## config.mk

```make
export PLATFORM = sky130hd
export DESIGN_NAME = lcd_ctrl
export DESIGN_NICKNAME = d
export VERILOG_FILES = /design/src/rtl/lcd_ctrl.sv
export SDC_FILE = /design/constraint.sdc
export NUM_CORES = 1
export LEC_CHECK = 0
export CAP_MARGIN = 20
export CORE_AREA = 3 3 49 96
export CTS_BUF_LIST = sky130_fd_sc_hd__clkbuf_8
export CTS_CLUSTER_DIAMETER = 100
export DETAILED_ROUTE_END_ITERATION = 16
export DIE_AREA = 0 0 52 99
export PLACE_DENSITY_LB_ADDON = 0.3
export REMOVE_ABC_BUFFERS = 1
export SYNTH_ARGS = -nofsm -noshare
export SYNTH_HDL_FRONTEND = slang
export SYNTH_SLANG_ARGS = --single-unit
```

## constraint.sdc

```tcl
create_clock -name clk -period 3.7 [get_ports clk]
set_clock_uncertainty 0.1 [all_clocks]
set_input_delay 0.74 -clock clk [delete_from_list [all_inputs] [get_ports clk]]
set_output_delay 0.74 -clock clk [all_outputs]
set_load 0.005 [all_outputs]
```

## src/rtl/lcd_ctrl.sv

```systemverilog
// lcd_ctrl: HD44780-style character-LCD write engine.
//
// Accepts one command/data byte per valid/ready handshake and generates the
// LCD bus timing: RS/DATA setup (T_AS), EN pulse (T_PW), hold (T_H), then an
// execution wait (T_EXEC, or T_CLR for clear-display / return-home).
//
// Optional build macro LCD_INIT_EN: after reset, wait T_POWERUP cycles and
// issue the init sequence 0x38, 0x0C, 0x01, 0x06 before accepting requests.
//
// Ports:
//   clk        system clock, rising edge
//   rst_n      asynchronous active-low reset
//   req_vld    request valid
//   req_rdy    block ready to accept a request
//   req_rs     0 = command, 1 = data
//   req_data   byte to write
//   busy       transfer in progress (~req_rdy)
//   done       one-cycle pulse when a requested transfer completes
//   init_done  power-on init sequence complete
//   lcd_en     LCD enable strobe
//   lcd_rs     LCD register select
//   lcd_rw     LCD read/write, constant 0
//   lcd_data   LCD data bus
module lcd_ctrl #(
    parameter int T_AS      = 2,
    parameter int T_PW      = 12,
    parameter int T_H       = 2,
    parameter int T_EXEC    = 2000,
    parameter int T_CLR     = 82000,
    parameter int T_POWERUP = 750000,
    parameter int CNT_W     = 20
) (
    input  logic       clk,
    input  logic       rst_n,
    input  logic       req_vld,
    output logic       req_rdy,
    input  logic       req_rs,
    input  logic [7:0] req_data,
    output logic       busy,
    output logic       done,
    output logic       init_done,
    output logic       lcd_en,
    output logic       lcd_rs,
    output logic       lcd_rw,
    output logic [7:0] lcd_data
);

    if (T_AS < 1 || T_PW < 1 || T_H < 1 || T_EXEC < 1 || T_CLR < 1 || T_POWERUP < 1)
    begin : g_bad_timing
        $error("lcd_ctrl: every T_* parameter must be >= 1");
    end

    // Counter reload values: a phase of T cycles counts T-1 down to 0.
    localparam logic [CNT_W-1:0] L_AS   = CNT_W'(T_AS - 1);
    localparam logic [CNT_W-1:0] L_PW   = CNT_W'(T_PW - 1);
    localparam logic [CNT_W-1:0] L_H    = CNT_W'(T_H - 1);
    localparam logic [CNT_W-1:0] L_EXEC = CNT_W'(T_EXEC - 1);
    localparam logic [CNT_W-1:0] L_CLR  = CNT_W'(T_CLR - 1);

`ifdef LCD_INIT_EN
    localparam logic [CNT_W-1:0] L_PWR  = CNT_W'(T_POWERUP - 1);

    typedef enum logic [2:0] {IDLE, SETUP, PULSE, HOLD, WAIT, PWRUP} state_t;

    function automatic logic [7:0] init_cmd(input logic [1:0] idx);
        case (idx)
            2'd0:    return 8'h38;
            2'd1:    return 8'h0C;
            2'd2:    return 8'h01;
            default: return 8'h06;
        endcase
    endfunction

    logic [1:0] init_idx, init_idx_nxt;
`else
    typedef enum logic [2:0] {IDLE, SETUP, PULSE, HOLD, WAIT} state_t;
`endif

    state_t           state, state_nxt;
    logic [CNT_W-1:0] cnt, cnt_nxt;
    logic             rs_nxt;
    logic [7:0]       data_nxt;
    logic             done_nxt;
    logic             init_done_nxt;
    logic             wait_clr;

    assign lcd_rw = 1'b0;

    always_comb begin
        state_nxt     = state;
        cnt_nxt       = cnt;
        rs_nxt        = lcd_rs;
        data_nxt      = lcd_data;
        done_nxt      = 1'b0;
        init_done_nxt = init_done;
`ifdef LCD_INIT_EN
        init_idx_nxt  = init_idx;
`endif
        // Clear display (0x01) and return home (0x02/0x03) need the long wait;
        // decided from the already-latched pins so init commands use it too.
        wait_clr = ~lcd_rs && (lcd_data[7:2] == '0) && (lcd_data[1:0] != '0);

        case (state)
            IDLE: begin
                if (req_vld) begin
                    state_nxt = SETUP;
                    cnt_nxt   = L_AS;
                    rs_nxt    = req_rs;
                    data_nxt  = req_data;
                end
            end
            SETUP: begin
                if (cnt == '0) begin
                    state_nxt = PULSE;
                    cnt_nxt   = L_PW;
                end else begin
                    cnt_nxt = cnt - 1'b1;
                end
            end
            PULSE: begin
                if (cnt == '0) begin
                    state_nxt = HOLD;
                    cnt_nxt   = L_H;
                end else begin
                    cnt_nxt = cnt - 1'b1;
                end
            end
            HOLD: begin
                if (cnt == '0) begin
                    state_nxt = WAIT;
                    cnt_nxt   = wait_clr ? L_CLR : L_EXEC;
                end else begin
                    cnt_nxt = cnt - 1'b1;
                end
            end
            WAIT: begin
                if (cnt == '0) begin
`ifdef LCD_INIT_EN
                    if (!init_done) begin
                        // Internal init commands chain straight into the next
                        // SETUP and never raise done.
                        if (init_idx == 2'd3) begin
                            state_nxt     = IDLE;
                            init_done_nxt = 1'b1;
                        end else begin
                            init_idx_nxt = init_idx + 2'd1;
                            state_nxt    = SETUP;
                            cnt_nxt      = L_AS;
                            rs_nxt       = 1'b0;
                            data_nxt     = init_cmd(init_idx + 2'd1);
                        end
                    end else begin
                        state_nxt = IDLE;
                        done_nxt  = 1'b1;
                    end
`else
                    state_nxt = IDLE;
                    done_nxt  = 1'b1;
`endif
                end else begin
                    cnt_nxt = cnt - 1'b1;
                end
            end
`ifdef LCD_INIT_EN
            PWRUP: begin
                if (cnt == '0) begin
                    state_nxt = SETUP;
                    cnt_nxt   = L_AS;
                    rs_nxt    = 1'b0;
                    data_nxt  = init_cmd(2'd0);
                end else begin
                    cnt_nxt = cnt - 1'b1;
                end
            end
`endif
            default: begin
                state_nxt = IDLE;
            end
        endcase
    end

    always_ff @(posedge clk or negedge rst_n) begin
        if (!rst_n) begin
`ifdef LCD_INIT_EN
            state     <= PWRUP;
            cnt       <= L_PWR;
            init_idx  <= 2'd0;
            req_rdy   <= 1'b0;
            busy      <= 1'b1;
            init_done <= 1'b0;
`else
            state     <= IDLE;
            cnt       <= '0;
            req_rdy   <= 1'b1;
            busy      <= 1'b0;
            init_done <= 1'b1;
`endif
            done      <= 1'b0;
            lcd_en    <= 1'b0;
            lcd_rs    <= 1'b0;
            lcd_data  <= '0;
        end else begin
            state     <= state_nxt;
            cnt       <= cnt_nxt;
`ifdef LCD_INIT_EN
            init_idx  <= init_idx_nxt;
`endif
            req_rdy   <= (state_nxt == IDLE);
            busy      <= (state_nxt != IDLE);
            init_done <= init_done_nxt;
            done      <= done_nxt;
            lcd_en    <= (state_nxt == PULSE);
            lcd_rs    <= rs_nxt;
            lcd_data  <= data_nxt;
        end
    end

endmodule

```

==> metrics.cfg, run 1 <==
[critical_path]
crit_path_cell_trace = nor4_2 > nand3_2 > nor2_1 > nor3_1 > o32ai_1
max_stage_delay_ps = 590
slowest_stage = nor4_2
critPathLaunch = cnt[11]$_DFFE_PN0P_
crit_cells = 5
cp-end-kind = flip-flop
cp_num_buf_inv = 0
r2r-end = cnt[1]$_DFFE_PN0P_
cp_max_fo = 8
crit_family = simple AND/OR/NAND/NOR gates
r2r_setup_slack_ps = 1090
crit_type = reg -> reg
crit_path_end = cnt[1]$_DFFE_PN0P_
start_kind = flip-flop
rr_worst_depth = 5
cp.required_ps = 3790
timing.rr.start = cnt[11]$_DFFE_PN0P_
worstPathArrival_ps = 2700

[placed_design]
place_ws_ps = 961
portBuffers = 24
dp_hpwl_um = 4230
place.gp.congestion = 0.886

[yosys]
async_flop_share_pct = 100
ys_ff_latch = 36
yosys_warnings = 0
synth_edf_count = 0
synth_ff_type = dfrtp_1
synth-seq-area-share_pct = 41.4
synth_area_per_cell_sq_um = 9.56
synthDistinctLibCells = 57
synth_area_sq_um = 2180
synthCells = 228

[route]
vias = 1950
drt_iter0_drc = 55
wl_per_cell_um = 18.9
routed_wl_um = 5690
wl_met3_um = 280
ant_nets = 0
highest_layer = met4
route.met2.wl_um = 3010
vias_per_cell = 6.48
wl_met1_um = 1990
drcViolationCount = 0
drtPass1Iterations = 4

[clocking]
clk_transition_reported_paths_ps = 70
clk_latency_ps = 300
htree_levels = 2
cts_buffers = 5
cts_hold_buf = 0
cts_resized = 0
root_buffer = clkbuf_8
clock_path_buffers = 2
cts_tree = built
cts.sinks = 36
cts_setup_buffers = 0

[sta]
tns_ps = 0
slew_headroom_pct = 42.9
rsz0062_at_grt = false
timing.hold.ws_ps = 410
fin_crit_ps = 2610
period_share_pct = 70.5
tightest_slew_ps = 856
slew_viol_final = 0
hold_viol = 0
setup_violations = 0
worst_slack_ps = 1090
fmax_ghz = 0.383

[floorplanning]
die_area_sq_um = 5150
die_y_um = 99
rows = 33
initial_utilization_pct = 53.3
pin_count = 27
fp.coreArea_sq_um = 4090
die_width_um = 52

[hold_path]
hold_class = in -> async

[status]
outcome = completed

[layout]
final_cell_mix = dfrtp_1, clkdlybuf4s50_1, nor2_1
drive_gt1_share_pct = 13.7
area_growth_pct = 15.1
final_common_cell = dfrtp_1
antenna_cells = 0
fin_nets = 262

[pwr]
p_per_area_nw_per_um2 = 568
p_total_mw = 1.42
vdd_drop_max_mv = 0.393
p_leak_nw = 1.00

[grt]
antenna_found_initial = 0
grt_pass1_vias = 1963
overflow = 0
grt_max_degree = 37
grt_pass1_wl_um = 9560
track_usage_pct = 25.1

[flow_run]
maxCapViolations = 0

power breakdown:
group	internal, mW	switching, mW
Combinational	0.224	0.252
Sequential	0.498	0.166
Clock	0.146	0.139
sequential cells by signal, indices dropped and copies added (netlist names):
signal,count
busy,1
cnt,20
done,1
lcd_data,8
lcd_en,1
lcd_rs,1
req_rdy,1
state,3
cells by family after synthesis:
kind of cell               after synthesis  share of synthesized area (%)
DFF                                     36                           41.4
other                                    2                          0.345
adders and majority gates                2                           1.15
buffers and inverters                   19                           4.53
xor gates and xnor gates                11                           4.42
and+or+nand+nor                         91                           24.8
muxes                                    9                           4.65
AOI/OAI and AO/OA                       58                           18.7
per-layer routing:
| metal | GRT usage (%) | vias up |
|---|---|---|
| met4 | 19.6 | 0 |
| met1 | 26.9 | 943 |
| met3 | 4.84 | 30 |
| met2 | 41.2 | 89 |
| li1 | - | 888 |
| met5 | 0 | - |
per-stage QoR:
stage                     std cells  utilization, %  instance area [sq um]
after floorplan                 215               -                   2100
after global placement          293            59.2                   2420
after detailed placement        293            59.2                   2420
after CTS                       301            61.4                   2510
after global routing            301            61.4                   2510
final                           301            61.4                   2510
synth_stat cells, types with 2 or more instances:
library cell	count	share of area [%]
a31oi_1	5	1.4
and2_1	2	0.57
nand2_1	15	2.6
mux2_2	9	4.6
dfrtp_1	35	40
buf_2	4	0.92
inv_1	6	1.0
or3_1	5	1.4
buf_4	2	0.69
nand3_1	5	1.1
buf_6	2	1.0
nand2b_1	3	0.86
a21oi_1	10	2.3
conb_1	2	0.34
a21o_1	2	0.69
nor3_4	2	1.5
or4_1	2	0.69
a211oi_1	5	1.7
nand4_1	8	2.3
nor4b_2	2	1.4
clkbuf_1	5	0.86
o21ai_0	8	1.8
o2111ai_1	2	0.80
nor4_2	2	1.1
nor3b_1	2	0.69
a21boi_0	2	0.69
or3b_2	2	0.80
ha_1	2	1.1
nor2_1	18	3.1
nor3_1	7	1.6
o32ai_1	3	1.2
o31a_1	3	1.2
nor4_1	6	1.7
o211ai_1	5	1.7
xor2_1	8	3.2
nor2b_1	4	1.1
xnor2_1	3	1.2
area by class of cell:
cell class,instances,area (sq um)
Clock inverter,2,7.51
Tap cell,52,65.1
Timing Repair Buffer,26,250
Inverter,6,22.5
Sequential cell,36,902
Fill cell,363,1580
Clock buffer,6,82.6
Multi-Input combinational cell,173,1180
how the worst min path moves through the flow:
stage          cells after the start  slack (ps)                       to                     from
6_report                           1         410       cnt[9]$_DFFE_PN0P_                    rst_n
5_1_grt                            1         470       cnt[8]$_DFFE_PN0P_                    rst_n
4_1_cts                            1         440  lcd_data[0]$_DFFE_PN0P_  lcd_data[0]$_DFFE_PN0P_
3_5_place_dp                       1         420  lcd_data[0]$_DFFE_PN0P_  lcd_data[0]$_DFFE_PN0P_
3_3_place_gp                       1         420  lcd_data[0]$_DFFE_PN0P_  lcd_data[0]$_DFFE_PN0P_
2_1_floorplan                      0         340           busy$_DFF_PN0_                    rst_n
worst register-to-register path: cells and delay by family (launching register included):
family | cells | cell delay [ps]
and+or+nand+nor | 4 | 1600
DFF | 1 | 490
AOI/OAI and AO/OA | 1 | 330
Note: power is estimated with default switching activity, not from simulation.
==> inputs of run 2 (changes only) <==
- clock period: 3.7 -> 2.53 ns (I/O delays scaled with it)
==> run 2 against run 1 <==
Compared with the run above:
- critical path depth stayed put
- final cell count up 4.3%
- core utilization increased by 2.3 points
- routed wire length shrank 4.7%
- flip-flop and latch count unchanged
- first-iteration DRC count grew 35%
- combinational power increased by 56%
- setup slack got worse by 910 ps
- highest routed layer unchanged
- global-route usage is 1.4 points lower
- clock power grew 42%
- maximum frequency is 11% higher
==> metrics.cfg, run 2 (same netlist as run 1, synthesis figures left out) <==
[critical_path]
cp.required_ps = 2620  ; -1170 ps
cp-end-kind = flip-flop
crit_type = reg -> reg
start_kind = flip-flop
max_stage_delay_ps = 650  ; +60 ps
cp_max_fo = 10  ; +2
crit_path_cell_trace = or4_1 > nor3_4 > nand4_1 > nor2b_1 > o32ai_1
slowest_stage = or4_1
critPathLaunch = cnt[11]$_DFFE_PN0P_
timing.rr.start = cnt[11]$_DFFE_PN0P_
worstPathArrival_ps = 2440  ; -260 ps

[sta]
fmax_ghz = 0.426  ; +11%
slew_viol_final = 0  ; unchanged
tightest_slew_ps = 776  ; -80.5 ps
rsz0062_at_grt = false
setup_violations = 0  ; unchanged
hold_viol = 0  ; unchanged
timing.hold.ws_ps = 184  ; -225 ps
slew_headroom_pct = 48.3  ; +5.4 points
fin_crit_ps = 2350  ; -263 ps
period_share_pct = 92.7  ; +22 points
tns_ps = 0  ; unchanged

[route]
vias = 1991  ; +2.1%
wl_per_cell_um = 17.3  ; -8.6%
drt_iter0_drc = 74  ; +35%
drtPass1Iterations = 4  ; unchanged
vias_per_cell = 6.34  ; -2.1%
routed_wl_um = 5430  ; -4.7%
drcViolationCount = 0  ; unchanged
ant_nets = 0  ; unchanged

[layout]
seqCellArea_sq_um = 902  ; unchanged
final_cell_mix = dfrtp_1, clkdlybuf4s50_1, nor2_1
final_common_cell = dfrtp_1
top_register = cnt
fin_cells = 314  ; +4.3%
drive_gt1_share_pct = 18.7  ; +5.0 points
area_growth_pct = 19.5
multi_input_area_sq_um = 1180  ; unchanged
n_fill_cell = 347  ; -4.4%
antenna_cells = 0  ; unchanged
fin_nets = 275  ; +5.0%
reg_top3 = cnt x20, lcd_data x8, state x3
largest_register_ffs = 20  ; unchanged

[grt]
antenna_found_initial = 0  ; unchanged
grt_pass1_wl_um = 9270  ; -3.1%
track_usage_pct = 23.8  ; -1.4 points
grt_max_degree = 37  ; unchanged
grt_pass1_vias = 2053  ; +4.6%
overflow = 0  ; unchanged

[clocking]
cts_buffers = 5  ; unchanged
cts_tree = built
htree_levels = 2  ; unchanged
cts_resized = 0  ; unchanged
cts.sinks = 36  ; unchanged
clk_latency_ps = 290  ; about the same
cts_hold_buf = 0  ; unchanged
root_buffer = clkbuf_8
clock_path_buffers = 2  ; unchanged
cts_setup_buffers = 0  ; unchanged
clk_transition_reported_paths_ps = 70  ; about the same

[floorplanning]
die_y_um = 99  ; unchanged
die_width_um = 52  ; unchanged
fp.coreArea_sq_um = 4090  ; unchanged
die_area_sq_um = 5150  ; unchanged
rows = 33  ; unchanged
initial_utilization_pct = 53.3  ; unchanged
pin_count = 27  ; unchanged

[status]
outcome = completed

[pwr]
p_per_area_nw_per_um2 = 803  ; +41%
vdd_drop_max_mv = 0.623  ; +59%
p_leak_nw = 1.06  ; +5.7%

[placed_design]
dp_cells = 306  ; +4.4%
dp_hpwl_um = 4140  ; -2.2%
place.gp.congestion = 0.952  ; +7.4%
portBuffers = 24  ; unchanged

[flow_run]
maxCapViolations = 0  ; unchanged

[hold_path]
hold_class = in -> async

## run 2: cell count changes in the layout (fill, tap and decap cells not counted), sizes merged
cell    change
inv         -2
clkinv      +3
buf        +13
clkbuf      -1
## run 2: path summary, 6_finish.rpt
path / to / slack [ps] / cells after the start
setup / recovery: cnt[14]$_DFFE_PN0P_ / 180 / 5
hold / removal: cnt[0]$_DFFE_PN0P_ / 180 / 1
setup reg to reg: cnt[14]$_DFFE_PN0P_ / 180 / 5
hold reg to reg: lcd_data[5]$_DFFE_PN0P_ / 440 / 1
max in group asynchronous: state[2]$_DFF_PN0_ / 1640 / 1
min in group clk: lcd_data[5]$_DFFE_PN0P_ / 440 / 1
## run 2: through the flow
| step | utilization [%] | setup WS [ps] | total power, mW | cell area (sq um) |
|---|---|---|---|---|
| 3_5_place_dp | 61.6 | 137 | 1.68 | 2520 |
| 2_1_floorplan | - | 159 | 1.39 | 2100 |
| 3_3_place_gp | 61.6 | 142 | 1.66 | 2520 |
| 4_1_cts | 63.7 | 183 | 2.09 | 2600 |
| 5_1_grt | 63.7 | 39.2 | 2.22 | 2600 |
| 6_report | 63.7 | 183 | 2.09 | 2600 |
## run 2: worst max-delay path, delay by kind of cell, from the launching register on
kind / cells / cell delay (ps)
AO/OA/AOI/OAI: 1 / 250
flip-flops: 1 / 450
AND/OR/NAND/NOR: 4 / 1450
## run 2: metal layers
layer	up-vias	GRT usage, %	routed length, um
met3	31	4.24	273
met4	0	19.6	440
met1	943	24.6	1880
met2	106	39.5	2830
li1	911	-	-
met5	-	0	0
## run 2: final cells by class
type | count | share of cell area (%)
Clock buffer | 5 | 2.64
Clock inverter | 3 | 0.721
Inverter | 6 | 0.865
Multi-Input combinational cell | 173 | 45.3
Sequential cell | 36 | 34.6
Tap cell | 52 | 2.50
Timing Repair Buffer | 39 | 13.4
## run 2: where the power goes
part,switching [mW],total (mW),leakage [nW],internal [mW]
Clock,0.213,0.405,0.0479,0.192
Combinational,0.379,0.743,0.566,0.364
Sequential,0.215,0.943,0.446,0.728
Total,0.807,2.09,1.06,1.28
==> inputs of run 3 (changes only) <==
- CTS_CLUSTER_SIZE: default -> 40
- clock period: 2.53 -> 2.95 ns (I/O delays scaled with it)
==> run 3 against run 2 <==
Compared with the run above:
- routed wire length increased by 2.1%
- register-to-register slack improved by 340 ps
- die area unchanged
- non-clock buffer count decreased by 8
- worst hold slack improved by 92 ps
- core utilization decreased by 1.3 points
- sequential power decreased by 13%
- largest power group unchanged
- highest routed layer unchanged
==> metrics.cfg, run 3 (same netlist as run 1, synthesis figures left out) <==
[status]
outcome = completed

[critical_path]
rr_worst_depth = 5  ; unchanged
max_stage_delay_ps = 690  ; +40 ps
cp-end-kind = flip-flop
cp.required_ps = 3020  ; +400 ps
cp_num_buf_inv = 0  ; unchanged
worstPathArrival_ps = 2500  ; +60 ps
r2r-end = cnt[8]$_DFFE_PN0P_
cp_max_fo = 10  ; unchanged
crit_type = reg -> reg
r2r_setup_slack_ps = 530  ; +340 ps
crit_family = simple AND/OR/NAND/NOR gates
slowest_stage = or4_1
crit_path_cell_trace = or4_1 > nor3_4 > o211ai_1 > a31oi_1 > o22ai_1
start_kind = flip-flop
timing.rr.start = cnt[6]$_DFFE_PN0P_

[layout]
final_common_cell = dfrtp_1
top_register = cnt
area_growth_pct = 17.1
reg_top3 = cnt x20, lcd_data x8, state x3
drive_gt1_share_pct = 15.8  ; -2.9 points
design_area_sq_um = 2550  ; -2.0%
fin_nets = 267  ; -2.9%
antenna_cells = 0  ; unchanged
final_cell_mix = dfrtp_1, clkdlybuf4s50_1, nor2_1
fin_cells = 305  ; -2.9%
largest_register_ffs = 20  ; unchanged

[clocking]
cts_hold_buf = 0  ; unchanged
cts_tree = built
root_buffer = clkbuf_8
htree_levels = 2  ; unchanged
cts_resized = 0  ; unchanged
clk_transition_reported_paths_ps = 70  ; about the same
clock_path_buffers = 2  ; unchanged
cts.sinks = 36  ; unchanged
cts_setup_buffers = 0  ; unchanged
cts_buffers = 5  ; unchanged
clk_latency_ps = 290  ; about the same

[grt]
antenna_found_initial = 0  ; unchanged
grt_max_degree = 37  ; unchanged
track_usage_pct = 23.6  ; -0.12 points
grt_pass1_wl_um = 9050  ; -2.4%
grt_pass1_vias = 1974  ; -3.8%
overflow = 0  ; unchanged

[route]
vias_per_cell = 6.27  ; -1.1%
drcViolationCount = 0  ; unchanged
routed_wl_um = 5540  ; +2.1%
ant_nets = 0  ; unchanged
drt_iter0_drc = 43  ; -42%
wl_per_cell_um = 18.2  ; +5.1%
drtPass1Iterations = 4  ; unchanged
vias = 1912  ; -4.0%

[floorplanning]
pin_count = 27  ; unchanged
rows = 33  ; unchanged
fp.coreArea_sq_um = 4090  ; unchanged
die_area_sq_um = 5150  ; unchanged
die_y_um = 99  ; unchanged
die_width_um = 52  ; unchanged
initial_utilization_pct = 53.3  ; unchanged

[sta]
tightest_slew_ps = 788  ; +12.0 ps
timing.hold.ws_ps = 277  ; +92.4 ps
fmax_ghz = 0.412  ; -3.2%
period_share_pct = 82.2  ; -11 points
slew_headroom_pct = 47.5  ; -0.80 points
rsz0062_at_grt = false
setup_violations = 0  ; unchanged
tns_ps = 0  ; unchanged
slew_viol_final = 0  ; unchanged
hold_viol = 0  ; unchanged
fin_crit_ps = 2420  ; +78.4 ps

[pwr]
switchingPower_mw = 0.679  ; -16%
clock_power_share_pct = 21.2  ; +1.8 points
pwr-share-seq_pct = 45.3  ; +0.2 points
p_total_mw = 1.80  ; -14%
swShare_pct = 37.7  ; -0.93 points
p_comb_share_pct = 33.5  ; -2.0 points
p_per_area_nw_per_um2 = 706  ; -12%
vdd_drop_max_mv = 0.430  ; -31%
power.internal_mw = 1.12  ; -13%
p_leak_nw = 1.02  ; -3.4%

[flow_run]
maxCapViolations = 0  ; unchanged

[hold_path]
hold_class = in -> async

[placed_design]
place_area_sq_um = 2460  ; -2.4%
place.gp.congestion = 0.923  ; -3.0%
portBuffers = 24  ; unchanged
dp_hpwl_um = 4300  ; +4.0%
dp_cells = 298  ; -2.6%

==> run 3: cell count changes in the layout (fill, tap and decap cells not counted) <==
| cell | previous run | this run |
|---|---|---|
| buf_4 | 15 | 7 |
| clkbuf_8 | 5 | 7 |
| clkinv_2 | 2 | 0 |
| clkinv_4 | 1 | 0 |
==> run 3: power by group through the flow <==
stage          registers [mW]  clock network (mW)  logic (mW)
6_report                0.816               0.382       0.604
3_5_place_dp            0.821                   0       0.602
4_1_cts                 0.814               0.389       0.606
2_1_floorplan           0.776                   0       0.418
5_1_grt                 0.843               0.405       0.667
3_3_place_gp            0.817                   0       0.595
==> run 3: layer usage <==
layer  vias up  part of all wire [%]  global-route usage, %
li1        900                     -                      -
met1       899                    35                   24.6
met2        86                    55                   40.8
met3        27                   4.4                   4.24
met4         0                   6.0                   16.0
met5         -                     0                      0
==> run 3: metrics by stage <==
stage | util (%) | setup slack, ps
after floorplan | - | 579
after global placement | 60.1 | 455
after detailed placement | 60.1 | 430
after CTS | 62.4 | 544
after global routing | 62.4 | 394
final | 62.4 | 525
==> run 3: worst register-to-register path, delay by kind of cell, from the launching register on <==
family | cells | cell delay (ps)
simple gates | 2 | 1070
flops | 1 | 480
compound gates | 3 | 650
==> run 3: layout make-up <==
type	count	area, sq um
Fill cell	339	1540
Timing Repair Buffer	31	288
Sequential cell	36	902
Tap cell	52	65.1
Inverter	6	22.5
Clock buffer	7	96.3
Multi-Input combinational cell	173	1180
==> run 3: worst max path at each step <==
stage	start	endpoint	slack, ps	cells past startpoint
after global routing	cnt[1]$_DFFE_PN0P_	cnt[10]$_DFFE_PN0P_	390	7
after detailed placement	req_vld	cnt[12]$_DFFE_PN0P_	430	6
after CTS	cnt[6]$_DFFE_PN0P_	cnt[8]$_DFFE_PN0P_	540	5
after global placement	req_vld	cnt[12]$_DFFE_PN0P_	450	6
final	cnt[6]$_DFFE_PN0P_	cnt[8]$_DFFE_PN0P_	530	5
after floorplan	state[1]$_DFF_PN0_	lcd_data[0]$_DFFE_PN0P_	580	3
